**config.mk**
```make
export PLATFORM = sky130hd
export DESIGN_NAME = traffic_controller
export DESIGN_NICKNAME = d
export VERILOG_FILES = /design/src/rtl/traffic_pkg.sv /design/src/rtl/traffic_timer.sv /design/src/rtl/traffic_controller.sv
export SDC_FILE = /design/constraint.sdc
export NUM_CORES = 1
export LEC_CHECK = 0
export CORE_AREA = 2 2 39 41
export DETAILED_ROUTE_END_ITERATION = 7
export DIE_AREA = 0 0 41 43
export GPL_TIMING_DRIVEN = 0
export PLACE_DENSITY = 0.76
export SYNTH_ARGS = -nofsm -noshare
export SYNTH_HDL_FRONTEND = slang
export SYNTH_SLANG_ARGS = --single-unit
```
**constraint.sdc**
```tcl
create_clock -name clk -period 3 [get_ports clk]
set_input_delay 0.6 -clock clk [delete_from_list [all_inputs] [get_ports clk]]
set_output_delay 0.6 -clock clk [all_outputs]
set_load 0.005 [all_outputs]
```
**src/rtl/traffic_pkg.sv**
```systemverilog
// traffic_pkg: phase encodings, light patterns and counter width shared by the traffic controller
package traffic_pkg;
   localparam int CNT_W = 8;
   typedef enum logic [1:0] {
      NS_GREEN  = 2'b00,
      NS_YELLOW = 2'b01,
      EW_GREEN  = 2'b10,
      EW_YELLOW = 2'b11
   } phase_t;
   localparam logic [3:0] LIGHT_NS_GREEN  = 4'b1000;
   localparam logic [3:0] LIGHT_NS_YELLOW = 4'b0100;
   localparam logic [3:0] LIGHT_EW_GREEN  = 4'b0010;
   localparam logic [3:0] LIGHT_EW_YELLOW = 4'b0001;
   function automatic logic [3:0] light(input phase_t p);
      return p == NS_GREEN  ? LIGHT_NS_GREEN  :
             p == NS_YELLOW ? LIGHT_NS_YELLOW :
             p == EW_GREEN  ? LIGHT_EW_GREEN  : LIGHT_EW_YELLOW;
   endfunction
endpackage

```
**src/rtl/traffic_timer.sv**
```systemverilog
// traffic_timer: dwell counter for the current phase
//   clk, res_n (async active-high) ; en counts ; clear zeroes the count ;
//   duration = phase length ; expire = last cycle of the phase (cnt == duration-1)
module traffic_timer
   import traffic_pkg::*;
(
   input  logic             clk,
   input  logic             res_n,
   input  logic             en,
   input  logic             clear,
   input  logic [CNT_W-1:0] duration,
   output logic             expire
);
   logic [CNT_W-1:0] cnt;
   assign expire = cnt == duration - 1'b1;
   always_ff @(posedge clk or posedge res_n)
      if (res_n) cnt <= '0;
      else if (clear || (en && expire)) cnt <= '0;
      else if (en) cnt <= cnt + 1'b1;
endmodule

```
**src/rtl/traffic_controller.sv**
```systemverilog
// traffic_controller: four-phase NS/EW traffic light sequencer
//   clk ; res_n async active-high ; en runs phases ; cur_state phase to load while en=0 ;
//   next_state = phase taken at next edge ; o = {NS green, NS yellow, EW green, EW yellow}
//   Define TRAFFIC_CTRL_LOAD_EN to load cur_state (and clear the dwell) on edges with en=0;
//   otherwise en=0 simply holds.
module traffic_controller
   import traffic_pkg::*;
#(
   parameter int GREEN_CYCLES  = 8,
   parameter int YELLOW_CYCLES = 2
) (
   input  logic       clk,
   input  logic       res_n,
   input  logic       en,
   input  logic [1:0] cur_state,
   output logic [1:0] next_state,
   output logic [3:0] o
);
   phase_t           st, nxt;
   logic             expire, load;
   logic [1:0]       load_state;
   logic [CNT_W-1:0] duration;
`ifdef TRAFFIC_CTRL_LOAD_EN
   assign load       = ~en;
   assign load_state = cur_state;
`else
   logic [1:0] unused_cur_state;
   assign unused_cur_state = cur_state;
   assign load             = 1'b0;
   assign load_state       = st;
`endif
   // yellow phases have the low encoding bit set
   assign duration = st[0] ? CNT_W'(YELLOW_CYCLES) : CNT_W'(GREEN_CYCLES);
   traffic_timer u_timer (
      .clk      (clk),
      .res_n    (res_n),
      .en       (en),
      .clear    (load),
      .duration (duration),
      .expire   (expire)
   );
   always_comb begin
      nxt = st;
      nxt = en ? (expire ? phase_t'(st + 2'd1) : st) : phase_t'(load_state);
   end
   always_ff @(posedge clk or posedge res_n)
      if (res_n) st <= NS_GREEN;
      else st <= nxt;
   assign next_state = nxt;
   assign o          = light(st);
endmodule

```
==> flow_summary.toml, run 1 <==
[sta]
fin_skew_ns = 0.00727
tns_ns = 0
rsz0062_at_grt = "no"
slew_headroom_pct = 75.1
clock.fmax_mhz = 353
finalSetupViolCount = 0
slew_viol_final = 0
fin_crit_ns = 2.83
tightest_slew_ns = 0.373
hold_violations = 0
fin_crit_sh_pct = 94.3

[setup_path]
r2r-start = "u_timer.cnt[1]"
r2r_setup_slack_ns = 1.41
cp_max_fo = 7
startpoint_type = "primary input"
path_cells = "dlygate4sd2_1 > nand4bb_1 > a211oi_4 > mux2_4 > clkdlybuf4s50_1"
r2r_end = "load_state[1]"
cp-end-kind = "output port"
required_ns = 2.40
critPathSlowestCell = "clkdlybuf4s50_1"
reg2reg_depth = 3
cp.arrival_ns = 2.23
crit_type = "in2out"
cp_slowest_stage_delay_ns = 0.44

[route]
highest_layer = "met4"
wl_per_cell_um = 11.1
met3_length_um = 55
num_vias = 380
postRouteAntennaNets = 0
wl_met1_um = 393
wl_met2_um = 396
viasPerCell = 4.75
drc = 0
wl_um = 888
first_pass_iters = 4
drt_iter0_drc = 3

[power_and_ir_drop]
peakVddDrop_uv = 356
pwr-share-seq_pct = 39.3
combPwrFrac_pct = 40.4
p_clk_share_pct = 20.4
power_leakage_nw = 0.333
internal_power_mw = 0.400
power.total_mw = 0.608
power.density_mw_per_mm2 = 877
sw_frac_of_total_pct = 34.1
switchingPower_mw = 0.208

[die]
design.core.area_sq_mm = 0.00138
ioPinCount = 11
die_width_um = 41
initial_utilization_pct = 39.2
die_h_um = 43
dieArea_sq_mm = 0.00176
rows = 14

[final_layout]
multiInputGateArea_sq_um = 278
layout_commonest_cell = "dfrtp_1"
syn_to_final_growth_pct = 27.6
antenna_cells = 0
drive_gt1_share_pct = 14.1
regArea_sq_um = 250
most-common-layout-cells = "dfrtp_1 (10), clkdlybuf4s50_1 (7), xor2_1 (6), nand2_1 (6), ha_1 (5)"
fillers = 131
num-nets-final = 75

[clock_tree]
cts_tree = "yes"
numCtsBuffers = 3
cts_max_level = 1
cts_max_path_buffers = 2
clock_sinks = 10
clk_latency_ns = 0.28
clockRootBuffer = "clkbuf_4"
path_clk_slew_ns = 0.07
cts_hold_buf = 0

[global_routing]
first_global_vias = 344
grt_remaining_overflow = 0
grt_util_all_layers_pct = 14.3
antenna_found_initial = 0
grt_max_degree = 11
grt_pass1_wl_um = 1480

[synthesis]
ys_seq_area_share_pct = 46.1
yosys_warnings = 0
ys_seq_elements = 10
syn_area_per_cell_sq_um = 10.9
ys_top_cells_by_area = "dfrtp_1 (46%), ha_1 (12%), xor2_1 (9.7%)"
synth_top_area_share_pct = 46.1
netlist_area_sq_um = 543
yosysUniqueCellTypes = 18
yosysTopAreaCell = "dfrtp_1"
syn_nets = 60
syn_inst = 50

[hold_path]
holdPathStages = 1
hold_start = "u_timer.cnt[7]"
min_to = "u_timer.cnt[7]"
hp-class = "reg2reg"

[run_status]
status = "completed"

[job]
max_cap_violations = 0

[place]
gp_congestion = 0.743
dp_hpwl_um = 657
portBuffers = 8
## state kept, by name, indices dropped and copies added, names as in the netlist
register,count
u_timer.cnt,8
load_state,2
## synthesized netlist by cell type
master and instances:
nand3b_1 1, nand4_1 2, nor2_1 4, o21ai_0 2, mux2_4 1, nand3_1 1, ha_1 5, nand2_1 6
nand4bb_1 1, or3_1 2, inv_1 4, o22ai_1 1, nor3_1 1, a211oi_4 1, xnor2_1 1, dfrtp_1 10
or3b_4 1, xor2_1 6
## final cells by class
class	instances	area share, %
inverter	4	2.17
tap	16	2.89
sequential	10	36.1
multi-input combinational	36	40.1
clock buffer	4	5.23
timing repair buffer	10	13.5
## routing by layer
layer | GRT usage, % | vias to the layer above
met5 | 0 | -
met2 | 17.2 | 11
li1 | - | 197
met1 | 15.5 | 167
met4 | 16.0 | 0
met3 | 7.85 | 5
## critical path, delay by kind of cell
kind / cells / cell delay (ns)
buf+inv: 2 / 0.77
mux: 1 / 0.33
compound gates: 1 / 0.29
simple gates: 1 / 0.23
## worst max-delay path by stage
stage                   start             to  slack [ns]  cells after the start
6_report                   en  next_state[1]        0.17                      5
2_1_floorplan  u_timer.cnt[1]  next_state[1]        0.95                      3
3_3_place_gp               en  next_state[1]       -0.11                      5
4_1_cts                    en  next_state[1]        0.16                      5
5_1_grt                    en  next_state[1]        0.05                      5
3_5_place_dp               en  next_state[1]       -0.14                      5
## timing repair
action | 4_1_cts | 5_1_grt
setup buffers | 2 | 0
resized for setup | 1 | 0
setup endpoints to repair | 2 | 0
## stage by stage
| stage | cell area (sq um) | cells | hold WS, ns | setup slack (ns) | util (%) |
|---|---|---|---|---|---|
| 2_1_floorplan | 543 | 50 | 0.435 | 0.951 | - |
| 3_3_place_gp | 643 | 74 | 0.452 | -0.113 | 46.5 |
| 3_5_place_dp | 643 | 74 | 0.467 | -0.138 | 46.5 |
| 4_1_cts | 693 | 80 | 0.476 | 0.159 | 50.1 |
| 5_1_grt | 693 | 80 | 0.492 | 0.0506 | 50.1 |
| 6_report | 693 | 80 | 0.467 | 0.171 | 50.1 |
## power by group through the flow
stage | sequential (mW) | combinational (mW) | clock, mW
6_report | 0.239 | 0.245 | 0.124
5_1_grt | 0.245 | 0.277 | 0.134
4_1_cts | 0.237 | 0.249 | 0.130
3_5_place_dp | 0.240 | 0.239 | 0
3_3_place_gp | 0.238 | 0.230 | 0
2_1_floorplan | 0.226 | 0.153 | 0
## kinds of logic after synthesis
family / synth area share, %
AND/OR/NAND/NOR: 18.9
adder cells (fa/ha/maj): 11.5
multiplexers: 2.76
buffers and inverters: 2.76
flip-flops: 46.1
AO/OA/AOI/OAI: 6.68
XOR/XNOR: 11.3
Note: power is estimated with default switching activity, not from simulation.
==> run 2: changes to the inputs <==
CTS_BUF_LIST = sky130_fd_sc_hd__clkbuf_2   (was not set)
==> run 2 against run 1 <==
- die area did not move
- first-iteration DRC count did not move
- clock-buffer cell count shrank 1
- critical path depth did not move
- total power fell by 7.6%
- sequential share of layout area increased by 0.94 points
- global-route usage did not move
- clock power fell by 37%
- clock skew is 0.0065 ns higher
- highest routed layer unchanged
- critical path type unchanged
==> flow_summary.toml, run 2 (synthesized netlist as in run 1, its figures left out) <==
[run_status]
status = "completed"

[global_routing]
grt_pass1_wl_um = 1480
grt_util_all_layers_pct = 14.3
grt_max_degree = 11
antenna_found_initial = 0
first_global_vias = 344
grt_remaining_overflow = 0

[setup_path]
cp.arrival_ns = 2.23
crit_type = "in2out"
required_ns = 2.40
cp_max_fo = 7
critPathSlowestCell = "clkdlybuf4s50_1"
cp-end-kind = "output port"
startpoint_type = "primary input"
cp_slowest_stage_delay_ns = 0.44
path_cells = "dlygate4sd2_1 > nand4bb_1 > a211oi_4 > mux2_4 > clkdlybuf4s50_1"

[route]
wl_um = 890
postRouteAntennaNets = 0
highest_layer = "met4"
met3_length_um = 56
num_vias = 380
drt_iter0_drc = 3
first_pass_iters = 4
wl_met1_um = 394
viasPerCell = 4.75
drc = 0
wl_per_cell_um = 11.1
wl_met2_um = 395

[die]
design.core.area_sq_mm = 0.00138
die_h_um = 43
initial_utilization_pct = 39.2
die_width_um = 41
rows = 14
dieArea_sq_mm = 0.00176
ioPinCount = 11

[place]
gp_congestion = 0.743
dp_cells = 74
place_worst_setup_slack_ns = -0.138
dp_hpwl_um = 657
portBuffers = 8

[final_layout]
most-common-layout-cells = "dfrtp_1 (10), clkdlybuf4s50_1 (7), xor2_1 (6), nand2_1 (6), ha_1 (5)"
layout_commonest_cell = "dfrtp_1"
drive_gt1_share_pct = 12.5
antenna_cells = 0
num-nets-final = 75
regMostFlops = "u_timer.cnt"
syn_to_final_growth_pct = 24.4
largest_reg_flops = 8
final_cells = 80

[hold_path]
hp-class = "reg2reg"

[power_and_ir_drop]
pwr-share-seq_pct = 42.4
power_leakage_nw = 0.326
power.density_mw_per_mm2 = 832
p_clk_share_pct = 13.9
combPwrFrac_pct = 43.7
internal_power_mw = 0.355
switchingPower_mw = 0.207
sw_frac_of_total_pct = 36.8
peakVddDrop_uv = 354

[sta]
setup_ws_ns = 0.171
clock.fmax_mhz = 353
slew_headroom_pct = 75.1
fin_skew_ns = 0.0138
fin_crit_sh_pct = 94.3
tightest_slew_ns = 0.373
slew_viol_final = 0
tns_ns = 0
hold_ws_ns = 0.473
rsz0062_at_grt = "no"
finalSetupViolCount = 0
fin_crit_ns = 2.83
hold_violations = 0

[clock_tree]
clk_latency_ns = 0.27
numCtsBuffers = 3
cts_max_path_buffers = 2
clockRootBuffer = "clkbuf_2"
clock_sinks = 10
path_clk_slew_ns = 0.11
cts_max_level = 1
cts_tree = "yes"

[job]
max_cap_violations = 0
-- run 2: layout make-up --
| class | instances | area [sq um] |
|---|---|---|
| clock buffers | 3 | 15.0 |
| clock inverters | 1 | 3.75 |
| fillers | 131 | 708 |
| inverters | 4 | 15.0 |
| multi-input cells | 36 | 278 |
| flip-flops and latches | 10 | 250 |
| well taps | 16 | 20.0 |
| repair buffers | 10 | 93.8 |
-- run 2: stage by stage --
stage               total power [mW]  util [%]  area, sq um
global route                   0.608      48.8          676
finish                         0.562      48.8          676
floorplan                      0.379         -          543
global placement               0.467      46.5          643
CTS                            0.570      48.8          676
detailed placement             0.479      46.5          643
-- run 2: worst max-delay path, delay by kind of cell --
kind | cells | cell delay [ns]
muxes | 1 | 0.33
and+or+nand+nor | 1 | 0.23
buffers and inverters | 2 | 0.77
AOI/OAI and AO/OA | 1 | 0.29
-- run 2: layer usage --
| layer | up-vias | track usage [%] |
|---|---|---|
| met5 | - | 0 |
| met4 | 0 | 16.0 |
| li1 | 196 | - |
| met2 | 11 | 17.2 |
| met1 | 169 | 15.5 |
| met3 | 4 | 7.85 |
-- run 2: path summary, 6_finish.rpt --
path                       depth (start not counted)  slack (ns)        endpoint            from
hold reg to reg                                    1        0.47  u_timer.cnt[7]  u_timer.cnt[7]
hold / removal                                     1        0.47  u_timer.cnt[7]  u_timer.cnt[7]
max in group asynchronous                          2        2.13  u_timer.cnt[3]           res_n
setup / recovery                                   5        0.17   next_state[1]              en
min in group asynchronous                          2        0.59  u_timer.cnt[5]           res_n
setup reg to reg                                   3        1.42   load_state[1]  u_timer.cnt[2]
-- run 2: power by group through the flow --
stage          Sequential (mW)  Clock (mW)  Combinational [mW]
3_3_place_gp             0.238           0               0.230
2_1_floorplan            0.226           0               0.153
4_1_cts                  0.237      0.0839               0.249
3_5_place_dp             0.240           0               0.239
6_report                 0.238      0.0781               0.245
5_1_grt                  0.244      0.0875               0.277
-- run 2: what timing repair did --
| action | in CTS | in global routing |
|---|---|---|
| setup endpoints to repair | 2 | 0 |
| setup buffers | 2 | 0 |
| hold buffers | 0 | 0 |
| gates resized for setup | 1 | 0 |
| hold endpoints to repair | 0 | 0 |
==> run 3: changes to the inputs <==
CORE_AREA = not set   (was 2 2 39 41)
CORE_MARGIN = 2   (was not set)
CORE_UTILIZATION = 45   (was not set)
DIE_AREA = not set   (was 0 0 41 43)
DONT_BUFFER_PORTS = 1   (was not set)
PLACE_DENSITY = 0.7   (was 0.76)
SYNTH_HIERARCHICAL = 1   (was not set)
==> run 3 against run 2 <==
- die area is 32% higher
- clock skew is 0.014 ns lower
- global-route usage is 4.1 points higher
- sequential power is 39% lower
- final cell count is 71% higher
- worst setup slack worse by 0.047 ns
- register-to-register slack worse by 0.68 ns
- design area is 50% higher
- clock power is 14% lower
- combinational power is 76% lower
- maximum frequency is 1.6% lower
- critical path type is now reg2out
==> flow_summary.toml, run 3 <==
[run_status]
status = "completed"

[sta]
fin_crit_sh_pct = 95.9
fin_skew_ns = 0.000295
tightest_slew_ns = 0.536
clock.fmax_mhz = 348
slew_viol_final = 0
slew_headroom_pct = 64.3
setup_ws_ns = 0.124
hold_ws_ns = 0.0888
rsz0062_at_grt = "no"
finalSetupViolCount = 0
tns_ns = 0
fin_crit_ns = 2.88
hold_violations = 0

[die]
ioPinCount = 11
die_h_um = 48.2
rows = 15
dieArea_sq_mm = 0.00232
initial_utilization_pct = 49.3
design.core.area_sq_mm = 0.00178
die_width_um = 48.2

[global_routing]
busiest_layer = "met2"
gr-usage-met1_pct = 22.2
globalRouteMet2Util_pct = 32.1
grt_pass1_wl_um = 2930
first_global_vias = 675
grt_util_all_layers_pct = 18.4
gr-usage-met3_pct = 1.48
grt_remaining_overflow = 0
grt_max_degree = 11
antenna_found_initial = 0

[place]
place_worst_setup_slack_ns = -0.0313
gp_congestion = 0.724
dp_hpwl_um = 1290
portBuffers = 0
dp_cells = 133
placed_area_sq_um = 990

[clock_tree]
clk_latency_ns = 0.23
cts_max_level = 1
cts_hold_buf = 0
cts_tree = "yes"
clock_sinks = 10
cts_max_path_buffers = 2
numCtsBuffers = 3
clockRootBuffer = "clkbuf_2"
path_clk_slew_ns = 0.09

[route]
first_pass_iters = 2
wl_um = 1630
viasPerCell = 4.76
wl_per_cell_um = 11.9
num_vias = 652
drt_iter0_drc = 6
drc = 0
postRouteAntennaNets = 0

[setup_path]
worstSetupStartpoint = "load_state[0]"
startpoint_type = "register"
r2r-start = "load_state[0]"
required_ns = 2.40
cp_max_fo = 8
cp-end-kind = "output port"
crit_type = "reg2out"
cp.arrival_ns = 2.28

[synthesis]
synth_top_area_share_pct = 28.4
ys_top_cells_by_area = "dfrtp_1 (28%), ha_1 (8.5%), xnor2_1 (7.0%)"
yosysUniqueCellTypes = 37
syn_area_per_cell_sq_um = 10.1
async_flop_share_pct = 100
syn_inst = 87
yosysTopAreaCell = "dfrtp_1"
synthFlopType = "dfrtp_1"
synthTopCellsByCount = "dfrtp_1 (10), inv_1 (7), xnor2_1 (7), xor2_1 (7), ha_1 (6)"
ys_seq_elements = 10
yosys_warnings = 6
ys_seq_area_share_pct = 28.4
netlist_area_sq_um = 880
synth-edff-count = 0
yosysMostFrequentCell = "dfrtp_1"

[power_and_ir_drop]
power.density_mw_per_mm2 = 266
power.total_mw = 0.270
peakVddDrop_uv = 237
power_leakage_nw = 0.439

[final_layout]
fillers = 166
regMostFlops = "u_timer/cnt"
antenna_cells = 0
num-nets-final = 125
largest_reg_flops = 8
layout_commonest_cell = "conb_1"
drive_gt1_share_pct = 14.3
most-common-layout-cells = "conb_1 (22), dfrtp_1 (9), inv_1 (7), xnor2_1 (7), xor2_1 (7)"
final_util_pct = 57.0
postLayoutCellArea_sq_mm = 0.00102
syn_to_final_growth_pct = 15.5
final_cells = 137

[job]
max_cap_violations = 0

[hold_path]
hp-class = "in2async"
==> run 3: changes by cell type after synthesis, sizes merged, moves of 3 or more <==
cell / previous run / this run
xnor2: 1 / 7
a211oi: 1 / 5
clkbuf: 0 / 3
inv: 4 / 7
nand2b: 0 / 3
==> run 3: power by group <==
group	leakage [nW]	internal, mW	switching, mW
registers	0.136	0.138	0.00666
logic	0.290	0.0220	0.0359
clock network	0.0125	0.0273	0.0399
total	0.439	0.188	0.0825
==> run 3: final cells by class <==
| class | count | area (sq um) | share of cell area, % |
|---|---|---|---|
| multi-input combinational | 88 | 673 | 66.3 |
| buffer | 3 | 11.3 | 1.11 |
| sequential | 10 | 251 | 24.8 |
| inverter | 7 | 26.3 | 2.59 |
| clock buffer | 3 | 15.0 | 1.48 |
| tap | 25 | 31.3 | 3.08 |
| timing repair buffer | 1 | 7.51 | 0.739 |
==> run 3: logic make-up after synthesis <==
group           Yosys count  share of synthesized area, %
simple gates             26                          20.1
compound gates           18                          20.8
xor+xnor                 15                          15.8
flops                    10                          28.4
buf+inv                  10                          4.27
fa+ha+maj                 6                          8.53
other cells               1                         0.426
mux                       1                          1.71
==> run 3: layer usage <==
| metal | routed length [um] | part of all wire (%) |
|---|---|---|
| met5 | 0 | 0 |
| met4 | 10 | 0.61 |
| met3 | 19 | 1.2 |
| met2 | 862 | 53 |
| met1 | 734 | 45 |
==> run 3: path summary, 6_finish.rpt <==
check / cells past startpoint / slack (ns) / endpoint
setup / recovery: 8 / 0.12 / next_state[1]
hold / removal: 1 / 0.09 / load_state[1]
setup reg to reg: 8 / 0.74 / u_timer/cnt[2]
max in group asynchronous: 1 / 2.57 / u_timer/cnt[1]
min in group clk: 2 / 0.54 / u_timer/cnt[1]
hold reg to reg: 1 / 0.62 / load_state[1]
==> run 3: critical path, cell delays in order (launching register included) <==
cell and delay, ns:
dfrtp_2 0.45, inv_1 0.16, nor4_4 0.36, o21ai_1 0.10
nor4b_1 0.15, a31oi_1 0.29, a211oi_4 0.12, nand2_2 0.10
mux2_4 0.31
==> run 3: timing repair <==
item                                    in CTS  in global routing
resized for setup                            1                  1
buffers inserted                             1                  0
cloned                                       0                  0
endpoints found under the setup margin       2                  1
pin swaps                                    1                  0
